`src/rtl/display_scan_mux.sv`:
```
// display_scan_mux
// Time-multiplexed channel scanner for shared display lines. Rotates an
// active-low one-hot select over CHANNELS inputs, one slot every PRESCALE
// clocks. Channels disabled in en_mask are skipped. The first BLANK_CYCLES
// of every slot are blanked to avoid ghosting. The selected channel's data
// is registered onto data_out.
//
// Ports:
//   clk         system clock
//   reset       synchronous, active-high reset
//   en_mask     per-channel enable (bit i = 1: channel i is scanned)
//   data_in     flattened channel data, channel i at [i*DATA_W +: DATA_W]
//   sel_n       registered active-low one-hot channel select
//   data_out    registered data of the selected channel (BLANK_VALUE when blank)
//   cur_idx     index of the channel that owns the current slot
//   frame_start one-cycle pulse when the scan wraps to a new frame
module display_scan_mux #(
    parameter int          CHANNELS     = 8,
    parameter int          DATA_W       = 8,
    parameter int          PRESCALE     = 50000,
    parameter int          BLANK_CYCLES = 500,
    parameter logic [DATA_W-1:0] BLANK_VALUE = '1
) (
    input  logic                         clk,
    input  logic                         reset,
    input  logic [CHANNELS-1:0]          en_mask,
    input  logic [CHANNELS*DATA_W-1:0]   data_in,
    output logic [CHANNELS-1:0]          sel_n,
    output logic [DATA_W-1:0]            data_out,
    output logic [$clog2(CHANNELS)-1:0]  cur_idx,
    output logic                         frame_start
);

    localparam int          IDX_W = $clog2(CHANNELS);
    localparam int          PW    = ($clog2(PRESCALE) < 1) ? 1 : $clog2(PRESCALE);
    localparam int unsigned CH_U  = CHANNELS;

    logic [PW-1:0]       presc_q, presc_d;
    logic [IDX_W-1:0]    idx_q, idx_d;
    logic [CHANNELS-1:0] sel_n_q, sel_n_d;
    logic [DATA_W-1:0]   data_out_q, data_out_d;
    logic                frame_start_q, frame_start_d;

    logic                tick;
    logic                any_en;
    logic                found;
    logic                blank;
    logic [IDX_W-1:0]    next_idx;
    logic [IDX_W-1:0]    cand_idx;
    int unsigned         cand;

    always_comb begin
        tick     = (presc_q == PW'(PRESCALE - 1));
        any_en   = |en_mask;
        found    = 1'b0;
        next_idx = idx_q;
        cand     = 0;
        cand_idx = '0;

        // Circular search starting at idx_q+1; the last position checked is
        // idx_q itself, so a lone enabled channel is reselected.
        for (int unsigned off = 1; off <= CH_U; off++) begin
            cand     = (32'(idx_q) + off) % CH_U;
            cand_idx = IDX_W'(cand);
            if (!found && en_mask[cand_idx]) begin
                found    = 1'b1;
                next_idx = cand_idx;
            end
        end

        presc_d       = tick ? '0 : presc_q + 1'b1;
        idx_d         = (tick && any_en) ? next_idx : idx_q;
        frame_start_d = tick && any_en && (next_idx <= idx_q);

        // Outputs are registered from next-state values so they line up
        // with the presc/idx registers in the same cycle.
        blank = (int'(presc_d) < BLANK_CYCLES) || !en_mask[idx_d] || !any_en;

        sel_n_d    = '1;
        data_out_d = BLANK_VALUE;
        if (!blank) begin
            sel_n_d[idx_d] = 1'b0;
            data_out_d     = data_in[int'(idx_d)*DATA_W +: DATA_W];
        end
    end

    always_ff @(posedge clk) begin
        if (reset) begin
            presc_q       <= '0;
            idx_q         <= '0;
            sel_n_q       <= '1;
            data_out_q    <= BLANK_VALUE;
            frame_start_q <= 1'b0;
        end else begin
            presc_q       <= presc_d;
            idx_q         <= idx_d;
            sel_n_q       <= sel_n_d;
            data_out_q    <= data_out_d;
            frame_start_q <= frame_start_d;
        end
    end

    assign sel_n       = sel_n_q;
    assign data_out    = data_out_q;
    assign cur_idx     = idx_q;
    assign frame_start = frame_start_q;

endmodule

```
`config.mk`:
```
export PLATFORM = sky130hd
export DESIGN_NAME = display_scan_mux
export DESIGN_NICKNAME = d
export VERILOG_FILES = /design/src/rtl/display_scan_mux.sv
export SDC_FILE = /design/constraint.sdc
export NUM_CORES = 1
export LEC_CHECK = 0
export CORE_ASPECT_RATIO = 1.4
export CORE_MARGIN = 3
export CORE_UTILIZATION = 45
export DETAILED_ROUTE_END_ITERATION = 6
export HOLD_SLACK_MARGIN = 0.15
export PLACE_DENSITY = 0.75
export SLEW_MARGIN = 20
export SYNTH_ARGS = -nofsm -noshare
export SYNTH_HDL_FRONTEND = slang
export SYNTH_SLANG_ARGS = --single-unit
```
`constraint.sdc`:
```
create_clock -name clk -period 4.35 [get_ports clk]
set_input_delay 0.6525 -clock clk [delete_from_list [all_inputs] [get_ports clk]]
set_output_delay 0.6525 -clock clk [all_outputs]
set_load 0.01 [all_outputs]
```
==> impl_results.md, run 1 <==
- Final Max Tran Viols: 0
- Pin count of the biggest net entering global routing: 38
- Skew final: 10.4 ps
- Synth Area in XOR/XNOR: 0.0531
- Worst reg-to-reg setup slack: 470 ps
- Kind of critical path: in -> reg
- Fmax: 256 MHz
- Sw Share: 0.257
- Crit start category: primary input
- WP data arrival: 4070 ps
- WL per Instance: 17.1 microns
- Number of buffers created by CTS: 5
- R2R Path End: sel_n[7]$_SDFF_PP1_
- CP top delay family: simple AND/OR/NAND/NOR gates
- Htree depth: 2
- Mapped Area: 3610 sq um
- Synth Area in Compound Gates: 0.199
- Area share of fa/ha/maj cells after synthesis: 0.0208
- Crit end category: register
- Row cnt: 38
- Clock-pin slew on the worst setup and hold paths: 70 ps
- DR iter-0 viols: 282
- Tmin final: 3910 ps
- Top sig layer: met4
- Hold Crit Class: reg -> reg
- Clock sinks: 36
- Post-CTS sizing: 0
- Post-route antenna net violation count: 0
- Post-synth net total: 511
- P&R area growth vs syn: 32.4%
- Post-Syn Instances: 431
- Cells along the critical path: clkdlybuf4s50_1, mux2i_2, nand2_1, mux4_2, nor3_4, o21ai_1, a21oi_1, a31oi_4, buf_4, nand3_1, o211a_1, or4b_1
- Max-Cap Viols: 0
- Post-CTS setup buffers: 0
- Worst EP required: 4510 ps
- Setup violators final: 0
- RSZ-0062 raised after global routing: no
- R2R cell count: 13
- CTS tree: built
- Post-synth EDFFs: 0
- Critical path buffers and inverters: 2
- Yosys cell types: 75
- Sequential element share of the synthesized area: 0.200
- Total Nets Final: 599
- P_leak: 1.88 nW
- First-pass GRT wire length: 17.0 mm
- Drt total wl: 10.6 mm
- P per Cell Area: 163 nW/um^2
- Vias per inst: 6.02
- Max incr delay on CP: 630 ps
- R2R Path Start: cur_idx[0]$_SDFF_PP0_
- Hold Path Sink: presc_q[0]$_SDFF_PP0_
- Largest family of logic cells by synthesized area: multiplexers
- Number of antenna diodes: 0
- Post-DP HPWL: 8.42 mm
- DRT Pass-1 Iters: 5
- Comb pwr share: 0.232
- Gp weighted congestion: 0.957
- Initial antenna violation count: 0
- Synth async-reset ratio: 0
- Hold slack: 472 ps
- Mux cell area share after synthesis: 0.242
- CTS Hold Buffers Added: 0
- Peak supply drop: 0.000121 V
- Slowest stage cell, crit path: mux4_2
- Status: complete, no violations
- Critical path origin: en_mask[4]
- Vias: 3727
- Total Die Area: 9140 sq um
- CTS root buf: clkbuf_8
- Met3 WL: 741 microns
- Vias in the first global route: 3668
- Sequential Power Share: 0.429
- Share of layout cells above drive strength 1: 0.150
- Clk pwr share: 0.339
- Simple-Gate Fraction of Synth Area: 0.223
- Tightest Pin Transition: 572 ps
- Internal power: 0.000580 W
- Clock Latency Late Sink: 290 ps
- Fin crit share: 0.898
- Clk buf depth: 2
- IO buf count: 93
- Core footprint: 7800 sq um
- Hold Path Depth: 1
- Starting Density: 0.463
- Avg Inst Size Synth: 8.37 sq um
- GRT Util Overall: 0.238
- Die H: 112 microns
- Total of warnings raised by yosys: 0
- Crit-path max FO: 16
- Net Sw Power: 0.000201 W
- Rel. slew slack: 0.618
- Hold Startpoint: presc_q[0]$_SDFF_PP0_
- Setup tns final: 0 ps
- # IOs: 94
- Final hold viol count: 0
- Routed wl met2: 5.54 mm
- Crit. path cell count: 12
- Grt ovf: 0
- Synth Register Bits: 36
- Top_reg_cell synth: dfxtp_1
- Die Wd: 81.7 microns
- Residual DRC: 0
- Met1 WL: 3.99 mm
## cell type report
cell class,instances,area (sq um)
clock buffers,7,96.3
fillers,726,3020
inverters,11,41.3
multi-input cells,349,2680
flip-flops and latches,36,721
well taps,100,125
repair buffers,116,1120
## cell families after synthesis
family,Yosys count
AND/OR/NAND/NOR,159
AO/OA/AOI/OAI,94
multiplexers,69
buffers and inverters,46
flip-flops,36
XOR/XNOR,21
adder cells (fa/ha/maj),6
## Yosys cell counts (all sizes together) (10+ instances only)
library cell / count / share of area
nor2: 37 / 0.038
dfxtp: 36 / 0.20
clkbuf: 18 / 0.019
nand3: 20 / 0.028
mux4: 11 / 0.069
o21ai: 15 / 0.022
a21oi: 10 / 0.015
nand2: 46 / 0.049
o211ai: 23 / 0.053
inv: 11 / 0.011
mux2i: 29 / 0.081
nor3: 10 / 0.018
xnor2: 11 / 0.029
xor2: 10 / 0.024
mux2: 29 / 0.092
buf: 17 / 0.033
## power by group through the flow
stage	Clock, W	Sequential (W)	Combinational (W)
5_1_grt	0.000284	0.000335	0.000195
6_report	0.000264	0.000335	0.000181
3_5_place_dp	0	0.000342	0.000179
2_1_floorplan	0	0.000341	0.0000863
3_3_place_gp	0	0.000342	0.000177
4_1_cts	0.000272	0.000335	0.000180
## routing by layer
metal  GRT usage  vias up
li1            -     1790
met1       0.258     1740
met2       0.429      172
met3      0.0639       25
met4      0.0898        0
met5           0        -
## registers in the layout (all words and copies together) (netlist names)
register and cells:
cur_idx 3, presc_q 16, data_out 8, frame_start 1
sel_n 8
## metrics by stage
step                      utilization  cells  worst slack (ps)  cell area [sq um]  power (W)
after global routing            0.613    619               200               4780   0.000814
after global placement          0.600    612               286               4680   0.000519
after floorplan                     -    431               354               3610   0.000427
final                           0.613    619               443               4780   0.000780
after detailed placement        0.600    612               196               4680   0.000522
after CTS                       0.613    619               479               4780   0.000787
## placed cells by master, fill, tap and decap left out, drive strengths merged, types with 11 or more instances in the layout
cell type,count
clkdlybuf4s50,93
nand2,46
nor2,37
dfxtp,36
mux2i,29
mux2,29
buf,23
o211ai,23
nand3,20
o21ai,15
mux4,11
xnor2,11
inv,11
## worst register-to-register path, delay by kind of cell (launching register included)
kind	cells	cell delay (ps)
buf+inv	3	790
flops	1	340
simple gates	4	980
mux	2	970
compound gates	4	680
## worst max path at each step
stage	endpoint
after floorplan	sel_n[7]$_SDFF_PP1_
after global placement	sel_n[7]$_SDFF_PP1_
final	sel_n[7]$_SDFF_PP1_
after CTS	sel_n[7]$_SDFF_PP1_
after detailed placement	sel_n[7]$_SDFF_PP1_
after global routing	sel_n[7]$_SDFF_PP1_
No activity file was read; power rests on OpenSTA's default activity.
==> inputs of run 2 (changes only) <==
--- a/config.mk
+++ b/config.mk
@@ -9,7 +9,7 @@
 export CORE_MARGIN = 3
 export CORE_UTILIZATION = 45
 export DETAILED_ROUTE_END_ITERATION = 6
-export HOLD_SLACK_MARGIN = 0.15
+export HOLD_SLACK_MARGIN = 0.06
 export PLACE_DENSITY = 0.75
 export SLEW_MARGIN = 20
 export SYNTH_ARGS = -nofsm -noshare
==> constraint.sdc (replaced) <==
create_clock -name clk -period 4.3 [get_ports clk]
set_input_delay 0.645 -clock clk [delete_from_list [all_inputs] [get_ports clk]]
set_output_delay 0.645 -clock clk [all_outputs]
set_load 0.01 [all_outputs]
==> impl_results.md, run 2 (synthesis results as in run 1) <==
- Drt total wl: 10.7 mm (was 10.6 mm)
- Total Nets Final: 593 (was 599)
- IO buf count: 93 (unchanged)
- P_leak: 1.84 nW (was 1.88 nW)
- Htree depth: 2 (unchanged)
- Fmax: 256 MHz
- WL per Instance: 17.4 microns (was 17.1 microns)
- Area of the multi-input gates: 2680 sq um (unchanged)
- Row cnt: 38 (unchanged)
- Tightest Pin Transition: 812 ps (was 572 ps)
- Max reg flops: 16 (unchanged)
- Post-route antenna net violation count: 0 (unchanged)
- Clock Latency Late Sink: 290 ps (about the same)
- Worst EP required: 4470 ps (was 4510 ps)
- Post-DP HPWL: 8.53 mm (was 8.42 mm)
- Peak supply drop: 0.000154 V (was 0.000121 V)
- Setup violators final: 0 (unchanged)
- R2R Path End: sel_n[7]$_SDFF_PP1_ (unchanged)
- DRT Pass-1 Iters: 4 (was 5)
- Fin util: 0.607 (was 0.613)
- Core footprint: 7800 sq um (unchanged)
- # fillers: 709 (was 726)
- Hold Crit Class: reg -> reg (unchanged)
- R2R Path Start: cur_idx[0]$_SDFF_PP0_ (unchanged)
- P per Cell Area: 164 nW/um^2 (was 163 nW/um^2)
- Fin crit share: 0.910
- Max-Cap Viols: 0 (unchanged)
- Hold Path Depth: 1 (unchanged)
- Most frequent cells in the layout: clkdlybuf4s50_1, nand2_1, nor2_1 (unchanged)
- Number of buffers created by CTS: 5 (unchanged)
- Hold Startpoint: presc_q[0]$_SDFF_PP0_ (unchanged)
- CTS tree: built (unchanged)
- First-pass GRT wire length: 17.5 mm (was 17.0 mm)
- Crit start category: register (was primary input)
- Clock sinks: 36 (unchanged)
- Gp weighted congestion: 0.987 (was 0.957)
- CTS Hold Buffers Added: 0 (unchanged)
- Hold Path Sink: presc_q[0]$_SDFF_PP0_ (unchanged)
- Die H: 112 microns (unchanged)
- Worst reg-to-reg setup slack: 390 ps (was 470 ps)
- Residual DRC: 0 (unchanged)
- Status: complete, no violations (unchanged)
- Crit end category: register (unchanged)
- Pin count of the biggest net entering global routing: 38 (unchanged)
- Post-CTS setup buffers: 0 (unchanged)
- Grt ovf: 0 (unchanged)
- RSZ-0062 raised after global routing: no (unchanged)
- Register area: 721 sq um (unchanged)
- Post-CTS sizing: 0 (unchanged)
- Rel. slew slack: 0.458 (was 0.618)
- Starting Density: 0.463 (unchanged)
- CTS root buf: clkbuf_8 (unchanged)
- Die Wd: 81.7 microns (unchanged)
- Skew final: 2.51 ps (was 10.4 ps)
- # IOs: 94 (unchanged)
- Number of antenna diodes: 0 (unchanged)
- Final Max Tran Viols: 0 (unchanged)
- Total Die Area: 9140 sq um (unchanged)
- Share of layout cells above drive strength 1: 0.140 (was 0.150)
- Final hold viol count: 0 (unchanged)
- Initial antenna violation count: 0 (unchanged)
- Tmin final: 3910 ps
- GRT Util Overall: 0.244 (was 0.238)
- WP data arrival: 4090 ps (was 4070 ps)
- R2R cell count: 12 (was 13)
- DR iter-0 viols: 220 (was 282)
- Vias per inst: 6.04 (was 6.02)
- P&R area growth vs syn: 31.1% (was 32.4%)
- Clock-pin slew on the worst setup and hold paths: 70 ps (about the same)
- Most common cell after layout, fill and taps aside: clkdlybuf4s50_1 (unchanged)
- Top reg by flops: presc_q (unchanged)
- Kind of critical path: reg -> reg (was in -> reg)
- Clk buf depth: 2 (unchanged)
- Vias: 3706 (was 3727)
- Setup tns final: 0 ps (unchanged)
- Crit-path max FO: 36 (was 16)
- Vias in the first global route: 3652 (was 3668)
run 2: cell types whose count changed in the layout (fill, tap and decap cells not counted):
| cell | previous run | this run |
|---|---|---|
| buf_4 | 22 | 16 |
| clkbuf_1 | 0 | 1 |
| clkbuf_8 | 7 | 6 |
| clkinvlp_4 | 0 | 1 |
run 2: layer usage:
metal / global-route usage / part of all wire / vias up
li1: - / - / 1775
met1: 0.267 / 0.36 / 1749
met2: 0.423 / 0.52 / 147
met3: 0.0663 / 0.070 / 35
met4: 0.116 / 0.050 / 0
met5: 0 / 0 / -
run 2: area by class of cell:
| class | instances | area share |
|---|---|---|
| Clock inverter | 1 | 0.00159 |
| Clock buffer | 7 | 0.0182 |
| Multi-Input combinational cell | 349 | 0.566 |
| Tap cell | 100 | 0.0264 |
| Inverter | 11 | 0.00873 |
| Timing Repair Buffer | 110 | 0.226 |
| Sequential cell | 36 | 0.152 |
run 2: worst max path at each step:
stage               slack, ps                   to             startpoint
floorplan                 300  sel_n[7]$_SDFF_PP1_  cur_idx[0]$_SDFF_PP0_
global placement          180  sel_n[7]$_SDFF_PP1_             en_mask[7]
detailed placement        130  sel_n[7]$_SDFF_PP1_             en_mask[7]
CTS                       390  sel_n[7]$_SDFF_PP1_  cur_idx[0]$_SDFF_PP0_
global route               70  sel_n[7]$_SDFF_PP1_  cur_idx[0]$_SDFF_PP0_
finish                    390  sel_n[7]$_SDFF_PP1_  cur_idx[0]$_SDFF_PP0_
run 2: power breakdown:
part	total (W)	internal, W	switching, W
sequential	0.000339	0.000336	0.00000301
clock	0.000256	0.000130	0.000126
combinational	0.000180	0.000105	0.0000746
total	0.000774	0.000571	0.000203
run 2: metrics by stage:
stage	total power, W	hold slack [ps]	setup slack, ps	cell area (sq um)	instances
final	0.000774	460	387	4730	614
after global routing	0.000808	502	72.6	4730	614
after CTS	0.000782	467	394	4730	614
after detailed placement	0.000525	449	125	4640	606
after global placement	0.000522	442	179	4640	606
after floorplan	0.000432	430	304	3610	431
run 2: worst max-delay path, cell delays in order (launching register included):
cell and delay, ps:
dfxtp_1 330, buf_4 410, ha_1 330, xor2_1 340, mux2_2 420, o211ai_2 290
o211ai_4 160, o21a_1 260, xnor2_4 220, mux2i_1 120, a31oi_1 280, o211a_1 200
or4b_1 420
==> inputs of run 3 (changes only) <==
--- a/config.mk
+++ b/config.mk
@@ -9,8 +9,8 @@
 export CORE_MARGIN = 3
 export CORE_UTILIZATION = 45
 export DETAILED_ROUTE_END_ITERATION = 6
+export DONT_BUFFER_PORTS = 1
 export HOLD_SLACK_MARGIN = 0.06
-export PLACE_DENSITY = 0.75
 export SLEW_MARGIN = 20
 export SYNTH_ARGS = -nofsm -noshare
 export SYNTH_HDL_FRONTEND = slang
==> impl_results.md, run 3 (synthesis results as in run 1) <==
- Status: complete, no violations (unchanged)
- Cells along the critical path: buf_4, ha_1, xnor2_1, mux2i_1, a22o_1, nand4_1, a31oi_1, o21ai_2, a31oi_2, mux2i_1, o211a_1, or4b_1 (was buf_4, ha_1, xor2_1, mux2_2, o211ai_2, o211ai_4, o21a_1, xnor2_4, mux2i_1, a31oi_1, o211a_1, or4b_1)
- Peak supply drop: 0.000194 V (was 0.000154 V)
- Slowest stage cell, crit path: a31oi_2 (was mux2_2)
- Tightest Pin Transition: 697 ps (was 812 ps)
- Starting Density: 0.463 (unchanged)
- Place WS: 248 ps (was 125 ps)
- Die Wd: 81.7 microns (unchanged)
- DRT Pass-1 Iters: 4 (unchanged)
- Crit. path cell count: 12 (unchanged)
- P_leak: 1.46 nW (was 1.84 nW)
- P&R area growth vs syn: 4.68% (was 31.1%)
- CTS tree: built (unchanged)
- Worst Setup Slack, final: 277 ps (was 387 ps)
- Max incr delay on CP: 450 ps (was 420 ps)
- CP top delay family: compound AO/OA/AOI/OAI gates (unchanged)
- Setup tns final: 0 ps (unchanged)
- Post-DP HPWL: 7.36 mm (was 8.53 mm)
- Final hold viol count: 0 (unchanged)
- Gp weighted congestion: 0.910 (was 0.987)
- Crit end category: register (unchanged)
- Residual DRC: 0 (unchanged)
- Max-Cap Viols: 0 (unchanged)
- Skew final: 9.85 ps (was 2.51 ps)
- Hold Startpoint: reset (was presc_q[0]$_SDFF_PP0_)
- Number of buffers created by CTS: 5 (unchanged)
- Core footprint: 7800 sq um (unchanged)
- Crit-path max FO: 36 (unchanged)
- Final Max Tran Viols: 0 (unchanged)
- Total Die Area: 9140 sq um (unchanged)
- Number of antenna diodes: 0 (unchanged)
- Post-route antenna net violation count: 0 (unchanged)
- RSZ-0062 raised after global routing: no (unchanged)
- Hold Crit Class: in -> reg (was reg -> reg)
- WL per Instance: 18.6 microns (was 17.4 microns)
- Top reg by flops: presc_q (unchanged)
- Clock Latency Late Sink: 300 ps (was 290 ps)
- Drt total wl: 9.61 mm (was 10.7 mm)
- Initial antenna violation count: 0 (unchanged)
- Vias: 3259 (was 3706)
- First-pass GRT wire length: 16.0 mm (was 17.5 mm)
- R2R cell count: 12 (unchanged)
- CTS root buf: clkbuf_8 (unchanged)
- Critical path origin: cur_idx[0]$_SDFF_PP0_ (unchanged)
- Post-CTS setup buffers: 0 (unchanged)
- Pin count of the biggest net entering global routing: 38 (unchanged)
- Die H: 112 microns (unchanged)
- Htree depth: 2 (unchanged)
- Setup violators final: 0 (unchanged)
- DR iter-0 viols: 185 (was 220)
- Max reg flops: 16 (unchanged)
- P per Cell Area: 195 nW/um^2 (was 164 nW/um^2)
- Vias per inst: 6.30 (was 6.04)
- Grt ovf: 0 (unchanged)
- Most frequent cells in the layout: nand2_1, nor2_1, dfxtp_1 (was clkdlybuf4s50_1, nand2_1, nor2_1)
- Most used cell, CP: mux2i_1
- Share of layout cells above drive strength 1: 0.165 (was 0.140)
- Fmax: 249 MHz (was 256 MHz)
- Worst reg-to-reg setup slack: 280 ps (was 390 ps)
- Worst EP required: 4470 ps (about the same)
- CTS Hold Buffers Added: 0 (unchanged)
- Total Nets Final: 496 (was 593)
- Clk buf depth: 2 (unchanged)
- IO buf count: 0 (was 93)
- Rel. slew slack: 0.535 (was 0.458)
- Vias in the first global route: 3290 (was 3652)
- Clock sinks: 36 (unchanged)
- Critical path buffers and inverters: 1 (unchanged)
- Row cnt: 38 (unchanged)
- # IOs: 94 (unchanged)
- Hold slack: 408 ps (was 460 ps)
- Hold Path Depth: 1 (unchanged)
- GRT Util Overall: 0.222 (was 0.244)
- R2R Path Start: cur_idx[0]$_SDFF_PP0_ (unchanged)
- WP data arrival: 4190 ps (was 4090 ps)
- Fin crit share: 0.936 (was 0.910)
- Tmin final: 4020 ps (was 3910 ps)
- Most common cell after layout, fill and taps aside: nand2_1 (was clkdlybuf4s50_1)
- Kind of critical path: reg -> reg (unchanged)
- Crit start category: register (unchanged)
- Clock-pin slew on the worst setup and hold paths: 80 ps (was 70 ps)
[run 3: cell types whose count changed in the layout (fill, tap and decap cells not counted), sizes merged]
| cell | before | now |
|---|---|---|
| buf | 17 | 13 |
| clkinv | 0 | 1 |
| clkdlybuf4s50 | 93 | 0 |
| clkbuf | 7 | 6 |
| clkinvlp | 1 | 0 |
| bufinv | 0 | 1 |
[run 3: per-layer routing]
metal	track usage	wire length [microns]	up-vias
met5	0	0	-
met4	0.113	240	0
met3	0.0405	561	19
met2	0.392	5060	130
met1	0.247	3740	1532
li1	-	-	1578
[run 3: what timing repair did]
item / CTS / global route
endpoints found under the hold margin: 0 / 0
gates resized for setup: 0 / 2
endpoints found under the setup margin: 0 / 3
[run 3: final cells by class]
type	instances	area, sq um
fill	794	4020
multi-input combinational	349	2680
sequential	36	721
tap	100	125
timing repair buffer	13	101
clock buffer	6	72.6
inverter	11	41.3
clock inverter	2	35.0
[run 3: worst reg2reg max path, cell delays in order (launching register included)]
cell	delay, ps
dfxtp_1	330
buf_4	430
ha_1	360
xnor2_1	220
mux2i_1	340
a22o_1	370
nand4_1	140
a31oi_1	250
o21ai_2	120
a31oi_2	450
mux2i_1	260
o211a_1	210
or4b_1	430
[run 3: path summary, 6_finish.rpt]
path	to
hold / removal	presc_q[7]$_SDFF_PP0_
setup / recovery	sel_n[7]$_SDFF_PP1_
hold reg to reg	presc_q[0]$_SDFF_PP0_
setup reg to reg	sel_n[7]$_SDFF_PP1_
[run 3: power by group]
group          internal [W]   total, W  switching [W]
combinational     0.0000473  0.0000993      0.0000520
clock              0.000172   0.000297       0.000125
sequential         0.000336   0.000339     0.00000311
total              0.000555   0.000735       0.000181
[run 3: metrics by stage]
| step | util | power, W | area (sq um) | instances |
|---|---|---|---|---|
| after CTS | 0.484 | 0.000743 | 3770 | 517 |
| after global placement | 0.470 | 0.000444 | 3660 | 509 |
| final | 0.484 | 0.000735 | 3780 | 517 |
| after global routing | 0.484 | 0.000773 | 3780 | 517 |
| after detailed placement | 0.470 | 0.000445 | 3660 | 509 |
| after floorplan | - | 0.000432 | 3610 | 431 |
